[config.mk]
export PLATFORM = sky130hd
export DESIGN_NAME = regfile_wordline_ctrl
export DESIGN_NICKNAME = d
export VERILOG_FILES = /design/src/rtl/regfile_pkg.sv /design/src/rtl/wl_decoder.sv /design/src/rtl/regfile_wordline_ctrl.sv
export SDC_FILE = /design/constraint.sdc
export NUM_CORES = 1
export LEC_CHECK = 0
export ABC_AREA = 1
export CORE_ASPECT_RATIO = 1.75
export CORE_MARGIN = 2
export CORE_UTILIZATION = 51
export DETAILED_ROUTE_END_ITERATION = 8
export DONT_BUFFER_PORTS = 1
export GPL_TIMING_DRIVEN = 0
export PLACE_DENSITY = 0.66
export SYNTH_ARGS = -nofsm -noshare
export SYNTH_HDL_FRONTEND = slang
export SYNTH_SLANG_ARGS = --single-unit
[constraint.sdc]
create_clock -name clk -period 1.4 [get_ports clk]
set_input_delay 0.42 -clock clk [delete_from_list [all_inputs] [get_ports clk]]
set_output_delay 0.42 -clock clk [all_outputs]
set_load 0.02 [all_outputs]
[src/rtl/regfile_pkg.sv]
// Shared definitions for the register-file wordline controller.
//   clr_state_e : clear-sweep FSM states
//   REG_ADDR_W / REG_NUM : default address width and register count
//   onehot_dec  : range-checked one-hot decode, zero for out-of-range addresses
package regfile_pkg;

  localparam int unsigned REG_ADDR_W = 4;
  localparam int unsigned REG_NUM    = 16;

  // Widest decode the helper supports; callers slice down to their NUM_WL.
  localparam int unsigned MAX_WL     = 256;

  typedef enum logic [1:0] {
    IDLE  = 2'd0,
    SWEEP = 2'd1,
    DONE  = 2'd2
  } clr_state_e;

  // One-hot decode of addr into num_wl lines; never wraps an out-of-range index.
  function automatic logic [MAX_WL-1:0] onehot_dec(input logic [31:0]   addr,
                                                   input logic          en,
                                                   input int unsigned   num_wl);
    logic [MAX_WL-1:0] dec;
    dec = '0;
    if (en && (addr < num_wl) && (addr < MAX_WL)) begin
      dec[addr[7:0]] = 1'b1;
    end
    return dec;
  endfunction

endpackage

[src/rtl/wl_decoder.sv]
// Combinational ADDR_W -> NUM_WL one-hot decoder with enable and range check.
//   addr_i : address to decode
//   en_i   : decode enable; output is zero when low
//   wl_o   : one-hot wordlines, zero for out-of-range addresses
module wl_decoder
  import regfile_pkg::*;
#(
  parameter int unsigned ADDR_W = REG_ADDR_W,
  parameter int unsigned NUM_WL = REG_NUM
) (
  input  logic [ADDR_W-1:0] addr_i,
  input  logic              en_i,
  output logic [NUM_WL-1:0] wl_o
);

  assign wl_o = NUM_WL'(onehot_dec(32'(addr_i), en_i, NUM_WL));

endmodule

[src/rtl/regfile_wordline_ctrl.sv]
// Registered wordline controller for the register file.
//   clk, rst_n  : clock and asynchronous active-low reset
//   rd_addr_i   : NUM_RD packed read addresses, port i at [i*ADDR_W +: ADDR_W]
//   rd_en_i     : per-port read enables
//   rd_wl_o     : registered one-hot read wordlines, port i at [i*NUM_WL +: NUM_WL]
//   rd_bypass_o : registered; read address matched an accepted write
//   wr_addr_i, wr_en_i : write request
//   wr_wl_o     : registered one-hot write wordline (also driven by the clear sweep)
//   wr_stall_o  : combinational; writes are dropped while high
//   clr_req_i   : clear-sweep request, sampled in IDLE
//   clr_busy_o  : sweep in progress
//   clr_done_o  : one-cycle pulse when the sweep completes
module regfile_wordline_ctrl
  import regfile_pkg::*;
#(
  parameter int unsigned ADDR_W   = REG_ADDR_W,
  parameter int unsigned NUM_WL   = REG_NUM,
  parameter int unsigned NUM_RD   = 2,
  parameter bit          ZERO_REG = 1'b1
) (
  input  logic                       clk,
  input  logic                       rst_n,
  input  logic [NUM_RD*ADDR_W-1:0]   rd_addr_i,
  input  logic [NUM_RD-1:0]          rd_en_i,
  output logic [NUM_RD*NUM_WL-1:0]   rd_wl_o,
  output logic [NUM_RD-1:0]          rd_bypass_o,
  input  logic [ADDR_W-1:0]          wr_addr_i,
  input  logic                       wr_en_i,
  output logic [NUM_WL-1:0]          wr_wl_o,
  output logic                       wr_stall_o,
  input  logic                       clr_req_i,
  output logic                       clr_busy_o,
  output logic                       clr_done_o
);

  localparam logic [ADDR_W-1:0] LAST_IDX = ADDR_W'(NUM_WL - 1);

  clr_state_e                  state_q;
  logic [ADDR_W-1:0]           cnt_q;
  logic [NUM_RD*NUM_WL-1:0]    rd_wl_q;
  logic [NUM_RD-1:0]           rd_bypass_q;
  logic [NUM_WL-1:0]           wr_wl_q;
  logic                        clr_busy_q;
  logic                        clr_done_q;

  logic [NUM_RD*NUM_WL-1:0]    rd_wl_d;
  logic [NUM_RD-1:0]           rd_bypass_d;
  logic [NUM_WL-1:0]           wr_dec_d;
  logic [NUM_WL-1:0]           sweep_wl_d;
  logic                        stall_c;
  logic                        wr_zero_c;
  logic                        wr_acc_c;

  // Writes are blocked for the whole sweep including its DONE cycle.
  assign stall_c   = (state_q != IDLE);
  assign wr_zero_c = ZERO_REG && (wr_addr_i == '0);

  // Write decode; range check lives in the decoder, so any set bit means accepted.
  wl_decoder #(
    .ADDR_W (ADDR_W),
    .NUM_WL (NUM_WL)
  ) u_wr_dec (
    .addr_i (wr_addr_i),
    .en_i   (wr_en_i & ~stall_c & ~wr_zero_c),
    .wl_o   (wr_dec_d)
  );

  assign wr_acc_c = |wr_dec_d;

  // Per-port read decode and same-cycle write-match detection.
  for (genvar i = 0; i < NUM_RD; i++) begin : g_rd
    wl_decoder #(
      .ADDR_W (ADDR_W),
      .NUM_WL (NUM_WL)
    ) u_rd_dec (
      .addr_i (rd_addr_i[i*ADDR_W +: ADDR_W]),
      .en_i   (rd_en_i[i]),
      .wl_o   (rd_wl_d[i*NUM_WL +: NUM_WL])
    );

    assign rd_bypass_d[i] = rd_en_i[i] & wr_acc_c &
                            (rd_addr_i[i*ADDR_W +: ADDR_W] == wr_addr_i);
  end

  // Sweep wordline; register 0 is skipped when it is hardwired.
  assign sweep_wl_d = NUM_WL'(onehot_dec(32'(cnt_q),
                                         !(ZERO_REG && (cnt_q == '0)),
                                         NUM_WL));

  // Clear-sweep FSM, counter and all output registers.
  always_ff @(posedge clk or negedge rst_n) begin
    if (!rst_n) begin
      state_q     <= IDLE;
      cnt_q       <= '0;
      rd_wl_q     <= '0;
      rd_bypass_q <= '0;
      wr_wl_q     <= '0;
      clr_busy_q  <= 1'b0;
      clr_done_q  <= 1'b0;
    end else begin
      rd_wl_q     <= rd_wl_d;
      rd_bypass_q <= rd_bypass_d;
      clr_done_q  <= 1'b0;
      case (state_q)
        IDLE: begin
          wr_wl_q <= wr_dec_d;
          if (clr_req_i) begin
            state_q    <= SWEEP;
            cnt_q      <= '0;
            clr_busy_q <= 1'b1;
          end
        end
        SWEEP: begin
          wr_wl_q <= sweep_wl_d;
          if (cnt_q == LAST_IDX) begin
            // Counter parks at zero rather than stepping past the last wordline.
            state_q    <= DONE;
            cnt_q      <= '0;
            clr_busy_q <= 1'b0;
            clr_done_q <= 1'b1;
          end else begin
            cnt_q <= ADDR_W'(cnt_q + 1'b1);
          end
        end
        DONE: begin
          wr_wl_q <= '0;
          state_q <= IDLE;
        end
        default: begin
          wr_wl_q    <= '0;
          state_q    <= IDLE;
          cnt_q      <= '0;
          clr_busy_q <= 1'b0;
        end
      endcase
    end
  end

  assign rd_wl_o     = rd_wl_q;
  assign rd_bypass_o = rd_bypass_q;
  assign wr_wl_o     = wr_wl_q;
  assign wr_stall_o  = stall_c;
  assign clr_busy_o  = clr_busy_q;
  assign clr_done_o  = clr_done_q;

endmodule

# After elaboration in Yosys (flattened, before gate mapping)
# Index checks and enable logic that the tools add are counted.
# classes
order_cmp,8
n_mux,24
add_sub_neg,1
bitwise,9
eq_ne,7
reduce_logical,12
# ops
operator,n
$mux 16,4
$lt 4x9->1 const B,4
$pmux 16 s2,1
$demux 1 s4,4
$ge 4x1->1 const B,4
$reduce_or 16->1,1
$pmux 4 s3,1
$eq 4x4->1,2
$logic_not 4->1,2
$mux 1,8
$mux 4,2
$and 1x1->1,6
$add 4x1->4 const B,1
$eq 4x4->1 const B,1
$logic_and 1x1->1,4
$mux 2,2
$ne 2x2->1 const B,2
$pmux 2 s2,1
$reduce_and 2->1,2
$not 1->1,3
$pmux 1 s3,1
$reduce_and 3->1,1
$eq 2x1->1 const B,1
$eq 2x2->1 const B,1
2 further kinds,2
# word_totals
elab_cells,68
out_inout_bits,53
input_bits,18
register_bits,58

# Logic depth before layout (Yosys ltp)
# Gate-level depths: netlist of the first run.
# logic_depth
word_depth,8
depth_mapped,6
depth_no_buf,6

# Modules after synthesis
# A second synthesis of the first run with hierarchy kept.
# unflattened
cells_unflattened,269
hier_area_um2,2416.1
# modules_own_cells
mod,n_inst,cells_each,area_each_um2,seq_area_each_um2
regfile_wordline_ctrl,1,185,2085.8,1451.4
wl_decoder,3,28,110.1,0.0

# Least setup slack after synthesis of the first run
# OpenSTA, ideal clock, no wires.
# synth_timing
path_kind,register to register
startpoint,reg cnt_q[0]
endpoint,reg wr_wl_q[1] (netlist: wr_wl_o[1])
synth_period_minus_slack_ps,1073
arrival_time_ps,990
setup_ps,83
required_time_ps,1317
setup_slack_ps,327
path_buffers,0
path_stages_with_launch,6
cell_sequence,dfrtp_1 -> inv_1 -> ha_1 -> nor2_1 -> nand3_1 -> o21ai_0
# synth_between
elab_chain_cells,6
word_cells_on_any_way,8
cone_classes,2 x order compare; 4 x mux; 2 x reduce/logical
# synth_lines
element,line,rtl
start: declaration,regfile_wordline_ctrl.sv:39,logic [ADDR_W-1:0] cnt_q;
start signal: assignment,regfile_wordline_ctrl.sv:122,cnt_q <= ADDR_W'(cnt_q + 1'b1);
$lt 4x9->1 (implied by the code) / $ge 4x1->1 (equally long branches),regfile_pkg.sv:26,dec[addr[7:0]] = 1'b1;
$logic_and 1x1->1 (implied by the code),regfile_pkg.sv:26,
$mux 1 (implied by the code),regfile_pkg.sv:26,
$demux 1 s4,regfile_pkg.sv:26,
$mux 16 (*),regfile_pkg.sv:25,if (en && (addr < num_wl) && (addr < MAX_WL)) begin
$pmux 16 s2 (*),regfile_wordline_ctrl.sv:104,case (state_q)
end signal: assignment,regfile_wordline_ctrl.sv:106,wr_wl_q <= wr_dec_d;
end signal: assignment,regfile_wordline_ctrl.sv:114,wr_wl_q <= sweep_wl_d;
end: declaration,regfile_wordline_ctrl.sv:42,logic [NUM_WL-1:0] wr_wl_q;
# Mark *: on every way between the ends. The rest lies on a longest branch, timed or not.
# A chain may end at the register's enable or synchronous reset.

# Final worst setup path of the first run
# layout_timing
startpoint,reg state_q[1]
endpoint,out wr_stall_o
# layout_between
elab_chain_cells,1
# layout_lines
element,line,rtl
start: declaration,regfile_wordline_ctrl.sv:38,clr_state_e state_q;
start signal: assignment,regfile_wordline_ctrl.sv:93,state_q <= IDLE;
start signal: assignment,regfile_wordline_ctrl.sv:108,state_q <= SWEEP;
start signal: assignment,regfile_wordline_ctrl.sv:117,state_q <= DONE;
$reduce_bool 2->1,regfile_wordline_ctrl.sv:55,assign stall_c = (state_q != IDLE);
end: declaration,regfile_wordline_ctrl.sv:30,"output logic wr_stall_o,"
# Every way passes these cells.

==> flow_metrics.tcl, run 1 <==
set metrics [dict create \
    status "finished with violations" \
    violations "negative hold slack" \
    grt_antenna_before_repair 0 \
    finalPower_mw 4.46 \
    synth_compound_area_share_pct 4.68 \
    place_area_um2 2330 \
    hold_ws_ns -0.218 \
    fin_worst_skew_ns 0.00217 \
    drc_errors 0 \
    synth.largest_area_cell "dfrtp_1" \
    core_region_area_um2 4360 \
    synth_top_area_share_pct 63.9 \
    ant_nets 0 \
    finalWirelength_um 4850 \
    final_common_cell "dfrtp_1" \
    clock-sinks 58 \
    initial_core_util_pct 52.0 \
    synth-xor-area-share_pct 0.386 \
    synthArstFlopShare_pct 100 \
    synth.area.top_cells "dfrtp_1, nand2_1, nor2_1" \
    dpl.hpwl_um 3610 \
    rows 32 \
    nNetsFinal 276 \
    synthMuxAreaShare_pct 0 \
    syn-num-nets 264 \
    final_cell_mix "dfrtp_1, nand2_1, nor2_1" \
    dp_cells 293 \
    ctsHtreeMaxLevel 3 \
    port_buffers 0 \
    max-cap-violations 0 \
    vias 1616 \
    end_kind "primary output" \
    numCtsBuffers 9 \
    finalMaxSlewViolations 0 \
    gr-usage-all-layers_pct 22.5 \
    die_w_um 54.4 \
    cts-root-buf "clkbuf_8" \
    power_density_nw_per_um2 1740 \
    synth_top_family_by_area "simple AND/OR/NAND/NOR gates" \
    antennaDiodeCount 0 \
    avgSynthCellArea_um2 9.38 \
    wire_per_inst_um 15.7 \
    drive_above_1_share_pct 10.1 \
    setup_viol 0 \
    period_needed_ns 1.38 \
    path_delay_family "flip-flops" \
    cp.arrival_ns 0.96 \
    synth_flop_cell "dfrtp_1" \
    slowest_stage "dfrtp_2" \
    cp_num_buf_inv 1 \
    layout_setup_ws_ns 0.0248 \
    first_global_vias 1642 \
    die_y_um 92.3 \
    leakage_nw 1.33 \
    grt_use_met3_pct 9.61 \
    pre_cts_slack_ns 0.114 \
    grt_setup_unrepaired "yes" \
    gp_congestion 0.878 \
    crit_path_start_kind "register" \
    clk_latency_ns 0.33 \
    hold_path_class "in -> async" \
    critPathMaxStageDelay_ns 0.44 \
    ys_types 17 \
    cts_tree "done" \
    finish.instance_area_um2 2550 \
    grt_pass1_wl_um 7870 \
    crit_chain "inv_2 > nand2_4" \
    vdd_ir_drop_max_v 0.00137 \
    ys_seq_elements 58 \
    clk_pin_slew_ns 0.06 \
    synth_edf_count 0 \
    avgViaCountPerCell 5.23 \
    required_ns 0.98 \
    first_pass_iters 4 \
    synth_adder_area_share_pct 2.20 \
    top_usage_layer "met2" \
    use_met2_pct 36.2 \
    synthToLayoutAreaGrowth_pct 12.5 \
    fin_cells 309 \
    netlist_instances 242 \
    path_depth 2 \
    pin_count 71 \
    max_freq_ghz 0.727 \
    die_area_um2 5020 \
    ys_warn_count 0 \
    grt-ovfl-total 0 \
    r2r_cells 5 \
    yosys.area_share.simple_pct 24.5 \
    syn_area_um2 2270 \
    grt_util_met1_pct 23.4 \
    clk_path_buf_depth 2 \
    cp_max_fo 3 \
    crit_type "reg -> out" \
    fin_util_pct 58.5 \
    ys_seq_area_share_pct 63.9 \
    drt_iter0_drc 22 \
    finalCritPeriodShare_pct 98.2 \
    hold_viol_final 58 \
    finalSetupTns_ns 0 \
    grt_max_degree 59 \
]
[timing repair]
item	in CTS	in global routing
hold endpoints to repair	58	58
pin swaps	0	1
setup endpoints to repair	1	4
setup buffers	1	0
gates resized for setup	1	2
[Yosys cell counts, types with 2 or more instances]
cell and n:
nand3_1 21, inv_2 2, nor2_1 42, dfrtp_1 58, nand4_1 3, nand2_2 3, o21ai_0 19, nor2_2 3
nor3_1 4, nand2_1 55, ha_1 4, inv_1 23
[per-layer routing]
metal / wire length, um / part of all wire [%] / vias to the layer above
li1: - / - / 784
met1: 1630 / 34 / 744
met2: 2640 / 54 / 71
met3: 392 / 8.1 / 17
met4: 180 / 3.7 / 0
met5: 0 / 0 / -
[path summary, 6_finish.rpt]
check / start / end / slack, ns
worst max register to register: cnt_q[0] / wr_wl_o[3] / 0.10
worst min-delay path: rst_n / rd_wl_o[12] / -0.22
min in group clk: rd_addr_i[1] / rd_wl_o[0] / 0.16
worst max-delay path: state_q[1] / wr_stall_o / 0.02
max in group asynchronous: rst_n / wr_wl_o[9] / 1.50
worst min register to register: state_q[0] / state_q[0] / 0.55
[report_power, final]
group	total (mW)	leakage (nW)	internal, mW	switching, mW
Combinational	0.757	0.435	0.254	0.502
Sequential	2.16	0.789	1.86	0.302
Clock	1.54	0.106	0.955	0.584
[logic make-up (layout without fill, tap and decap cells)]
group                    count (synthesis)  in the layout
flip-flops                              58             58
other                                    1              1
adder cells (fa/ha/maj)                  4              4
AND/OR/NAND/NOR                        132            132
AO/OA/AOI/OAI                           21             21
buffers and inverters                   25             41
XOR/XNOR                                 1              1
[flip-flops by register name (all words and copies together) (netlist names)]
signal,count
clr_done_o,1
cnt_q,4
state_q,2
clr_busy_o,1
wr_wl_o,16
rd_wl_o,32
rd_bypass_o,2
[worst register-to-register path: stages, from the launching register on]
cell     delay (ns)
dfrtp_1        0.44
inv_1          0.11
ha_1           0.27
nor2_2         0.17
nand3_1        0.09
o21ai_0        0.12
[area by class of cell]
type,instances,area [um2]
Fill cell,369,1810
Sequential cell,58,1450
Multi-Input combinational cell,159,733
Clock buffer,13,169
Inverter,25,93.8
Tap cell,51,63.8
Clock inverter,2,35.0
Timing Repair Buffer,1,7.51
Power figures use the tool's default switching activity.
==> run 2: changes to the inputs <==
- GPL_ROUTABILITY_DRIVEN: unset -> 0
==> results of run 2 <==
Same layout as run 1: the final DEF is identical, and so are final timing and power.
==> run 3: changes to the inputs <==
- CORE_UTILIZATION: 51 -> 55
- PLACE_DENSITY: 0.66 -> 0.7
==> run 3 against run 2 <==
Against the previous run:
- register-to-register slack lost 0.06 ns
- worst setup slack gained 0.012 ns
- sequential share of layout area grew 0.22 points
- hold slack lost 0.0076 ns
- first-iteration DRC count grew 120%
- count of clock-buffer cells in the layout shrank 1
- global-route usage grew 1.0 points
- critical path depth is the same
- largest cell class unchanged
- clock power shrank 9%
- combinational power grew 2%
- routed wire length grew 1.4%
- the flow still finishes with violations (negative hold slack)
==> flow_metrics.tcl, run 3 (synthesized netlist as in run 1, its figures left out) <==
set metrics [dict create \
    status "finished with violations" \
    violations "negative hold slack" \
    rows 30 \
    crit_chain "inv_2 > nand2_4" \
    initial_core_util_pct 58.2 \
    hold_viol_final 58 \
    max_freq_ghz 0.733 \
    grt_max_degree 59 \
    nNetsFinal 277 \
    crit_path_start_kind "register" \
    first_pass_iters 4 \
    hold_ws_ns -0.226 \
    final_cell_mix "dfrtp_1, nand2_1, nor2_1" \
    dpl.hpwl_um 3510 \
    leakage_nw 1.32 \
    required_ns 0.98 \
    numCtsBuffers 9 \
    clk_pin_slew_ns 0.06 \
    core_region_area_um2 3900 \
    setup_viol 0 \
    synthToLayoutAreaGrowth_pct 12.1 \
    dp_cells 290 \
    power_density_nw_per_um2 1700 \
    grt_antenna_before_repair 0 \
    cts_tree "done" \
    die_y_um 89.0 \
    port_buffers 0 \
    clk_latency_ns 0.34 \
    clock-sinks 58 \
    critPathMaxStageDelay_ns 0.42 \
    finalSetupTns_ns 0 \
    p_seq_share_pct 49.9 \
    cp_max_fo 3 \
    hold_path_class "in -> async" \
    grt-ovfl-total 0 \
    nFillCells 334 \
    largest_reg_flops 32 \
    crit_type "reg -> out" \
    fin_worst_skew_ns 0.00711 \
    cts-root-buf "clkbuf_8" \
    drc_errors 0 \
    finalWirelength_um 4910 \
    power_frac_clock_pct 32.3 \
    finalPower_mw 4.34 \
    antennaDiodeCount 0 \
    pre_cts_slack_ns 0.180 \
    period_needed_ns 1.36 \
    layout_setup_ws_ns 0.0366 \
    p_switching_mw 1.45 \
    ctsHtreeMaxLevel 3 \
    grt_setup_unrepaired "no" \
    pin_count 71 \
    cp.arrival_ns 0.94 \
    grt_pass1_wl_um 7790 \
    wire_per_inst_um 16.0 \
    fin_cells 308 \
    finalCritPeriodShare_pct 97.4 \
    die_area_um2 4680 \
    internal_power_mw 2.89 \
    fin_util_pct 65.2 \
    max-cap-violations 0 \
    path_delay_family "flip-flops" \
    vdd_ir_drop_max_v 0.00109 \
    finalMaxSlewViolations 0 \
    multi_input_area_um2 733 \
    clk_path_buf_depth 2 \
    die_w_um 52.6 \
    finish.instance_area_um2 2540 \
    swShare_pct 33.3 \
    combPwrFrac_pct 17.8 \
    place_area_um2 2330 \
    first_global_vias 1611 \
    layout.area.seq_um2 1450 \
    avgViaCountPerCell 5.40 \
    drive_above_1_share_pct 11.2 \
    end_kind "primary output" \
    cp_num_buf_inv 1 \
    slowest_stage "dfrtp_2" \
    ant_nets 0 \
    vias 1662 \
    final_common_cell "dfrtp_1" \
    drt_iter0_drc 49 \
    gr-usage-all-layers_pct 23.5 \
]
-- run 3: what timing repair did --
item | 4_1_cts | 5_1_grt
endpoints found under the hold margin | 58 | 58
gates resized for setup | 2 | 3
endpoints found under the setup margin | 1 | 3
cloned | 0 | 0
buffers inserted | 2 | 0
-- run 3: cell type report --
| cell class | count | share of cell area, % |
|---|---|---|
| clock buffer | 12 | 6.49 |
| clock inverter | 4 | 0.983 |
| inverter | 25 | 3.69 |
| multi-input combinational | 159 | 28.8 |
| sequential | 58 | 57.1 |
| tap | 48 | 2.36 |
| timing repair buffer | 2 | 0.590 |
-- run 3: metal layers --
| metal | GRT usage (%) | vias up | wire length, um | part of all wire [%] |
|---|---|---|---|---|
| li1 | - | 787 | - | - |
| met1 | 24.1 | 784 | 1730 | 35 |
| met2 | 40.5 | 76 | 2680 | 54 |
| met3 | 7.53 | 15 | 357 | 7.3 |
| met4 | 14.5 | 0 | 147 | 3.0 |
| met5 | 0 | - | 0 | 0 |
-- run 3: worst paths after layout --
kind                              start     endpoint  slack, ns  cells past startpoint
setup / recovery             state_q[1]   wr_stall_o       0.04                      2
hold / removal                    rst_n   rd_wl_o[6]      -0.23                      0
setup reg to reg             state_q[1]  wr_wl_o[10]       0.04                      4
hold reg to reg              state_q[0]   state_q[0]       0.54                      1
max in group asynchronous         rst_n   state_q[1]       1.52                      0
min in group clk           rd_addr_i[1]   rd_wl_o[0]       0.15                      1
-- run 3: worst register-to-register path: stages (launching register included) --
cell and delay [ns]:
dfrtp_2 0.42, buf_4 0.15, nor2_1 0.23, nand4_1 0.23, o21ai_0 0.24
-- run 3: power groups by stage --
stage	Sequential (mW)	Clock, mW	Combinational, mW
finish	2.16	1.40	0.772
global route	2.18	1.50	0.880
CTS	2.16	1.43	0.748
detailed placement	2.19	0	0.714
global placement	2.19	0	0.700
floorplan	2.14	0	0.575
